### config.mk
export PLATFORM = sky130hd
export DESIGN_NAME = m_n_counter
export DESIGN_NICKNAME = d
export VERILOG_FILES = /design/src/rtl/m_n_counter.sv
export SDC_FILE = /design/constraint.sdc
export NUM_CORES = 1
export LEC_CHECK = 0
export CAP_MARGIN = 10
export CORE_MARGIN = 2
export CORE_UTILIZATION = 36
export CTS_BUF_LIST = sky130_fd_sc_hd__clkbuf_8 sky130_fd_sc_hd__clkbuf_16
export DETAILED_ROUTE_END_ITERATION = 8
export MAX_ROUTING_LAYER = met4
export PLACE_DENSITY = 0.71
export SKIP_CTS_REPAIR_TIMING = 1
export SYNTH_ARGS = -nofsm -noshare
export SYNTH_HDL_FRONTEND = slang
export SYNTH_SLANG_ARGS = --single-unit
export TNS_END_PERCENT = 50
### constraint.sdc
create_clock -name i_cp -period 1.75 [get_ports i_cp]
set_clock_uncertainty 0.05 [all_clocks]
set_input_delay 0.175 -clock i_cp [delete_from_list [all_inputs] [get_ports i_cp]]
set_output_delay 0.175 -clock i_cp [all_outputs]
set_load 0.05 [all_outputs]
### src/rtl/m_n_counter.sv
// Modulo-N up/down counter with clamped parallel load, wrap or bounce stepping, one-hot decode and cascade TC.
// Latency: load and count take effect on the next rising i_cp; no backpressure, i_en gates every step.
module m_n_counter #(
    parameter int WIDTH   = 4,
    parameter int MODULUS = 16
) (
    input  logic               i_cp,
    input  logic               i_clr,
    input  logic               i_en,
    input  logic               i_pe,
    input  logic               i_dir,
    input  logic               i_mode,
    input  logic [WIDTH-1:0]   i_d,
    output logic [WIDTH-1:0]   o_q,
    output logic [MODULUS-1:0] o_onehot,
    output logic               o_tc,
    output logic               o_up
);

    localparam logic [WIDTH-1:0] C_MAX  = WIDTH'(MODULUS - 1);
    localparam logic [WIDTH-1:0] C_ONE  = WIDTH'(1);
    localparam logic [WIDTH-1:0] C_ZERO = '0;

    logic [WIDTH-1:0]   r_cnt;
    logic               r_bdir;
    logic [WIDTH-1:0]   w_cnt_nxt;
    logic               w_bdir_nxt;
    logic               w_up;
    logic               w_at_max;
    logic               w_at_zero;
    logic [MODULUS-1:0] w_onehot;

    assign w_up      = i_mode ? r_bdir : i_dir;
    assign w_at_max  = (r_cnt == C_MAX);
    assign w_at_zero = (r_cnt == C_ZERO);

    always_comb begin
        w_cnt_nxt  = r_cnt;
        w_bdir_nxt = r_bdir;
        if (i_pe) begin
            w_cnt_nxt  = (i_d > C_MAX) ? C_MAX : i_d;
            w_bdir_nxt = i_dir;
        end else if (i_en) begin
            if (!i_mode) begin
                w_bdir_nxt = i_dir;
                if (i_dir) begin
                    w_cnt_nxt = w_at_max ? C_ZERO : r_cnt + C_ONE;
                end else begin
                    w_cnt_nxt = w_at_zero ? C_MAX : r_cnt - C_ONE;
                end
            end else if (r_bdir) begin
                // Turn around at the top: endpoint is shown once, then we head back down.
                if (w_at_max) begin
                    w_cnt_nxt  = r_cnt - C_ONE;
                    w_bdir_nxt = 1'b0;
                end else begin
                    w_cnt_nxt = r_cnt + C_ONE;
                end
            end else begin
                if (w_at_zero) begin
                    w_cnt_nxt  = C_ONE;
                    w_bdir_nxt = 1'b1;
                end else begin
                    w_cnt_nxt = r_cnt - C_ONE;
                end
            end
        end
    end

    always_ff @(posedge i_cp or posedge i_clr) begin
        if (i_clr) begin
            r_cnt  <= '0;
            r_bdir <= 1'b1;
        end else begin
            r_cnt  <= w_cnt_nxt;
            r_bdir <= w_bdir_nxt;
        end
    end

    always_comb begin
        w_onehot = '0;
        for (int i = 0; i < MODULUS; i++) begin
            w_onehot[i] = (r_cnt == WIDTH'(i));
        end
    end

    assign o_q      = r_cnt;
    assign o_onehot = w_onehot;
    assign o_up     = w_up;
    // Combinational so a downstream stage steps on the same edge this stage wraps.
    assign o_tc     = i_en & ~i_mode & ((w_up & w_at_max) | (~w_up & w_at_zero));

endmodule

**Word-level counts from Yosys, hierarchy flattened**

Index checks and enable logic that the tools add are counted.

- Add/subtract/negate cells: 2
- Multiply operators: 0
- Divide/modulo/power cells: 0
- Magnitude comparators: 1
- Equal/unequal tests: 15
- Shift-type cells: 0
- Mux-type cells: 17
- Bitwise gates (word level): 7
- Reductions and logical operators: 2

Operators with widths:

| cell | number |
|---|---|
| two-way mux 4 bit | 10 |
| equality test 4 bit, second input constant | 8 |
| equality test 4 x 3 -> 1 bit, second input constant | 4 |
| equality test 4 x 2 -> 1 bit, second input constant | 2 |
| two-way mux 1 bit | 7 |
| adder 4 x 1 -> 4 bit, second input constant | 1 |
| bitwise AND 1 bit | 4 |
| equality test 4 x 1 -> 1 bit, second input constant | 1 |
| greater-than comparator 4 bit, second input constant | 1 |
| logical NOT 4 bit | 1 |
| subtractor 4 x 1 -> 4 bit, second input constant | 1 |
| inverter 1 bit | 2 |
| nonzero test 2 bit | 1 |
| OR 1 bit | 1 |

- Register bits after elaboration: 5
- Bits in latches: 0
- RAM bits: 0
- ROM bits: 0
- Bits of input ports: 10
- Output and inout port bits: 22
- Logic and storage cells: 46
- Memories kept: 0

**Longest topological paths before layout**

- Word-level depth: 6
- Mapped depth: 8
- Mapped depth without buffers: 8

**Least setup slack after synthesis**

No wires, ideal clock.

- Path kind: register to output
- Start: register r_cnt[0] (netlist: o_q[0])
- End: output o_tc
- Arrival time: 2.666 ns
- Required time: 1.525 ns
- Setup slack: -1.141 ns
- Stages on the path, launching flop included: 7
- Path buffers: 0
- Cells stage by stage: dfrtp_1 -> inv_1 -> ha_1 -> or3b_4 -> nor2_1 -> a21oi_1 -> nor3_1

- Longest elaborated chain between the ends: 4
- Elaborated cells between the ends (all ways): 6
- Those cells by class: eq/ne: 1; bitwise: 4; reduce/logical: 1

RTL lines:

| item | line | RTL |
|---|---|---|
| start: declaration | 24 | `logic [WIDTH-1:0] r_cnt;` |
| start signal: assignment | 75 | `r_cnt <= w_cnt_nxt;` |
| equality test 4 bit or logical NOT 4 bit (tied branches) | 34, 35 |  |
| bitwise AND 1 bit | 91 | `assign o_tc = i_en & ~i_mode & ((w_up & w_at_max) \| (~w_up & w_at_zero));` |
| OR 1 bit (*) | 91 |  |
| bitwise AND 1 bit (*) | 91 |  |
| end: declaration | 16 | `output logic o_tc,` |

Mark *: on every way between the ends. The rest lies on a longest branch, timed or not.

**Final worst setup path**

- Start: register r_cnt[1] (netlist: o_q[1])
- End: output o_tc

Same word-level chain as after synthesis.

==> flow_summary.toml <==
[outcome]
status = "complete, but fails checks"
violations = "negative setup slack"

[final_layout]
drive_gt1_frac = 0.5688
area_growth_pct = 110.6
fin_cells = 187
post-route-util = 0.8188
insertedDiodeCount = 0
nFillCells = 115
layout.nets = 175

[clock_network]
cts_buffer_depth = 2
cts_num_sinks = 5
cts-root-buf = "clkbuf_8"
cts_made_buffers = 3
clkTransAtPathRegs_ns = 0.04
clk_latency_ns = 0.22
cts_max_level = 1
cts_tree = "done"

[logic_synthesis]
synth.avg_cell_area_um2 = 7.412
synthArstFlopShare = 1.000
synth_compound_area_frac = 0.2974
synth_top_cells_by_count = "a21oi_1, nor2_1, and2_1"
synth_area_leaders = "dfrtp_1, a21oi_1, and2_1"
syn_area_um2 = 778.2
muxShareOfSynthArea = 0
syn-num-nets = 119
synth_xor_area_frac = 0.02251
ys_ff_latch = 5
synth-edff-count = 0
synth_top_flop_cell = "dfrtp_1"
yosys_warnings = 0
synth_top_family_by_area = "simple AND/OR/NAND/NOR gates"
synth.top_cell.area_share = 0.1286
synth_fa_ha_area_frac = 0.06431
synth-simple-area-share = 0.3039
synthCells = 105
synth_top_area_cell = "dfrtp_1"
synth_cell_types = 43
seq_area_frac_synth = 0.1624

[routing]
viasPerCell = 5.620
drtIter0Drc = 27
post-route-drc-count = 0
vias = 1051
drt-total-wl_um = 3016
wire_per_inst_um = 16.13
dr.pass1.iters = 4
detail-route-antenna-nets = 0

[floorplan]
die_height_um = 50.50
die_w_um = 50.50
initial_core_util = 0.3887
io_pins = 32
core_mm2 = 0.002002
dieArea_mm2 = 0.002550
rows = 16

[pwr]
ir_drop_mv = 0.5389
power.total_mw = 1.058
pwr-share-comb = 0.648
leakage_nw = 0.7012
internal_power_uw = 605.7
power.share.switching = 0.4273
p_per_area_mw_per_mm2 = 645.3
pwr-share-seq = 0.157
clockPowerShare = 0.195
power_switching_uw = 452.0

[worst_setup_path]
critPathTopFamily = "simple AND/OR/NAND/NOR gates"
worstPathRequired_ns = 1.52
crit_path_end_kind = "primary output"
crit_type = "reg2out"
crit_buf_inv = 2
cp_data_arrival_time_ns = 1.76
startpoint_type = "flip-flop"
crit_chain = "inv_2, ha_4, or3b_4, nor2_4, a21oi_2, nor3_4, buf_12"
worst-path-max-fanout = 3
slowest_stage = "dfrtp_2"
slowest_delay_ns = 0.42

[place]
dp_hpwl_um = 2144
dpl.cell_count = 179
gp_congestion = 0.8522
port_buffers = 31

[timing]
setup_tns_ns = -0.7067
rsz0062_at_grt = "true"
period_share = 1.133
min_period_ns = 1.983
slew_viol_final = 0
setup_violations = 6
max_freq_mhz = 504.4
slew-limit-headroom = 0.7332
hold_viol_final = 0
finalWorstSetupSlack_ns = -0.2327
worstMarginPinSlew_ns = 0.3990

[grt]
grt_pass1_wl_um = 4443
grt_max_degree = 11
antenna_found_initial = 0
gr-total-overflow = 0
grtUsageTotal = 0.2311
grt_pass1_vias = 985

[flow_run]
cap_violations = 0

[min_path]
hold_path.class = "in2async"
==> cells in the final DEF (no fill, tap or decap), types with 3 or more instances in the layout <==
cell,netlist,layout
nor2_1,10,6
nand2_1,6,5
a31oi_1,3,3
clkdlybuf4s50_1,0,9
buf_6,1,3
inv_2,1,3
a21oi_2,2,3
o21ai_1,3,3
nor3_4,0,3
ha_1,4,3
and2_1,8,7
buf_4,5,30
a21oi_1,10,9
nor2_4,0,3
inv_1,6,5
buf_12,1,19
dfrtp_2,0,3
clkbuf_8,0,3
==> layout make-up <==
cell class / count / area [um2] / area share
timing repair buffer: 61 / 729.5 / 0.4450
tap: 27 / 33.78 / 0.02061
clock inverter: 1 / 3.754 / 0.002290
sequential: 5 / 130.1 / 0.07939
multi-input combinational: 82 / 665.6 / 0.4061
inverter: 8 / 35.03 / 0.02137
clock buffer: 3 / 41.29 / 0.02519
==> final timing paths <==
check / to / slack [ns] / from / cells past startpoint
worst max-delay path: o_tc / -0.23 / o_q[1] / 7
worst min-delay path: o_q[0] / 0.12 / i_clr / 2
worst max register to register: r_bdir / -0.19 / o_q[1] / 9
worst min register to register: o_q[1] / 0.72 / o_q[1] / 3
max in group asynchronous: r_bdir / 1.29 / i_clr / 2
min in group i_cp: o_q[1] / 0.50 / i_d[1] / 3
==> state kept, by name, indices dropped and copies added (netlist names) <==
signal  count
r_bdir      1
o_q         4
==> logic make-up after synthesis <==
kind of cell    Yosys count
simple gates             43
compound gates           33
buf+inv                  18
flops                     5
fa+ha+maj                 4
xor+xnor                  2
==> worst reg2reg max path, stage by stage (launching register included) <==
cell,delay (ns)
dfrtp_2,0.42
inv_2,0.09
ha_4,0.13
or3b_4,0.41
buf_4,0.16
buf_6,0.11
nand2_1,0.06
a21oi_1,0.06
a31oi_1,0.21
o22a_1,0.20
==> power by group through the flow <==
stage	combinational (mW)	sequential [mW]	clock, mW
2_1_floorplan	0.328	0.188	0
4_1_cts	0.625	0.161	0.207
3_5_place_dp	0.621	0.162	0
5_1_grt	0.721	0.168	0.218
3_3_place_gp	0.607	0.161	0
6_report	0.685	0.166	0.207
==> layer usage <==
| layer | vias up | GRT usage | wire length, um | share of wire |
|---|---|---|---|---|
| met5 | - | - | 0 | 0 |
| met4 | 0 | 0.08559 | 106 | 0.035 |
| met3 | 10 | 0.03869 | 181 | 0.060 |
| met2 | 57 | 0.4101 | 1625 | 0.54 |
| met1 | 505 | 0.2592 | 1103 | 0.37 |
| li1 | 479 | - | - | - |
==> through the flow <==
stage	setup slack [ns]	hold WS, ns	area [um2]
after floorplan	-0.3544	-0.09741	844.6
after global placement	-0.0003595	0.3377	1480
after detailed placement	-0.06277	0.3584	1480
after CTS	-0.2863	0.1283	1525
after global routing	-0.2931	0.1477	1639
final	-0.2327	0.1185	1639
Note: power is estimated with default switching activity, not from simulation.
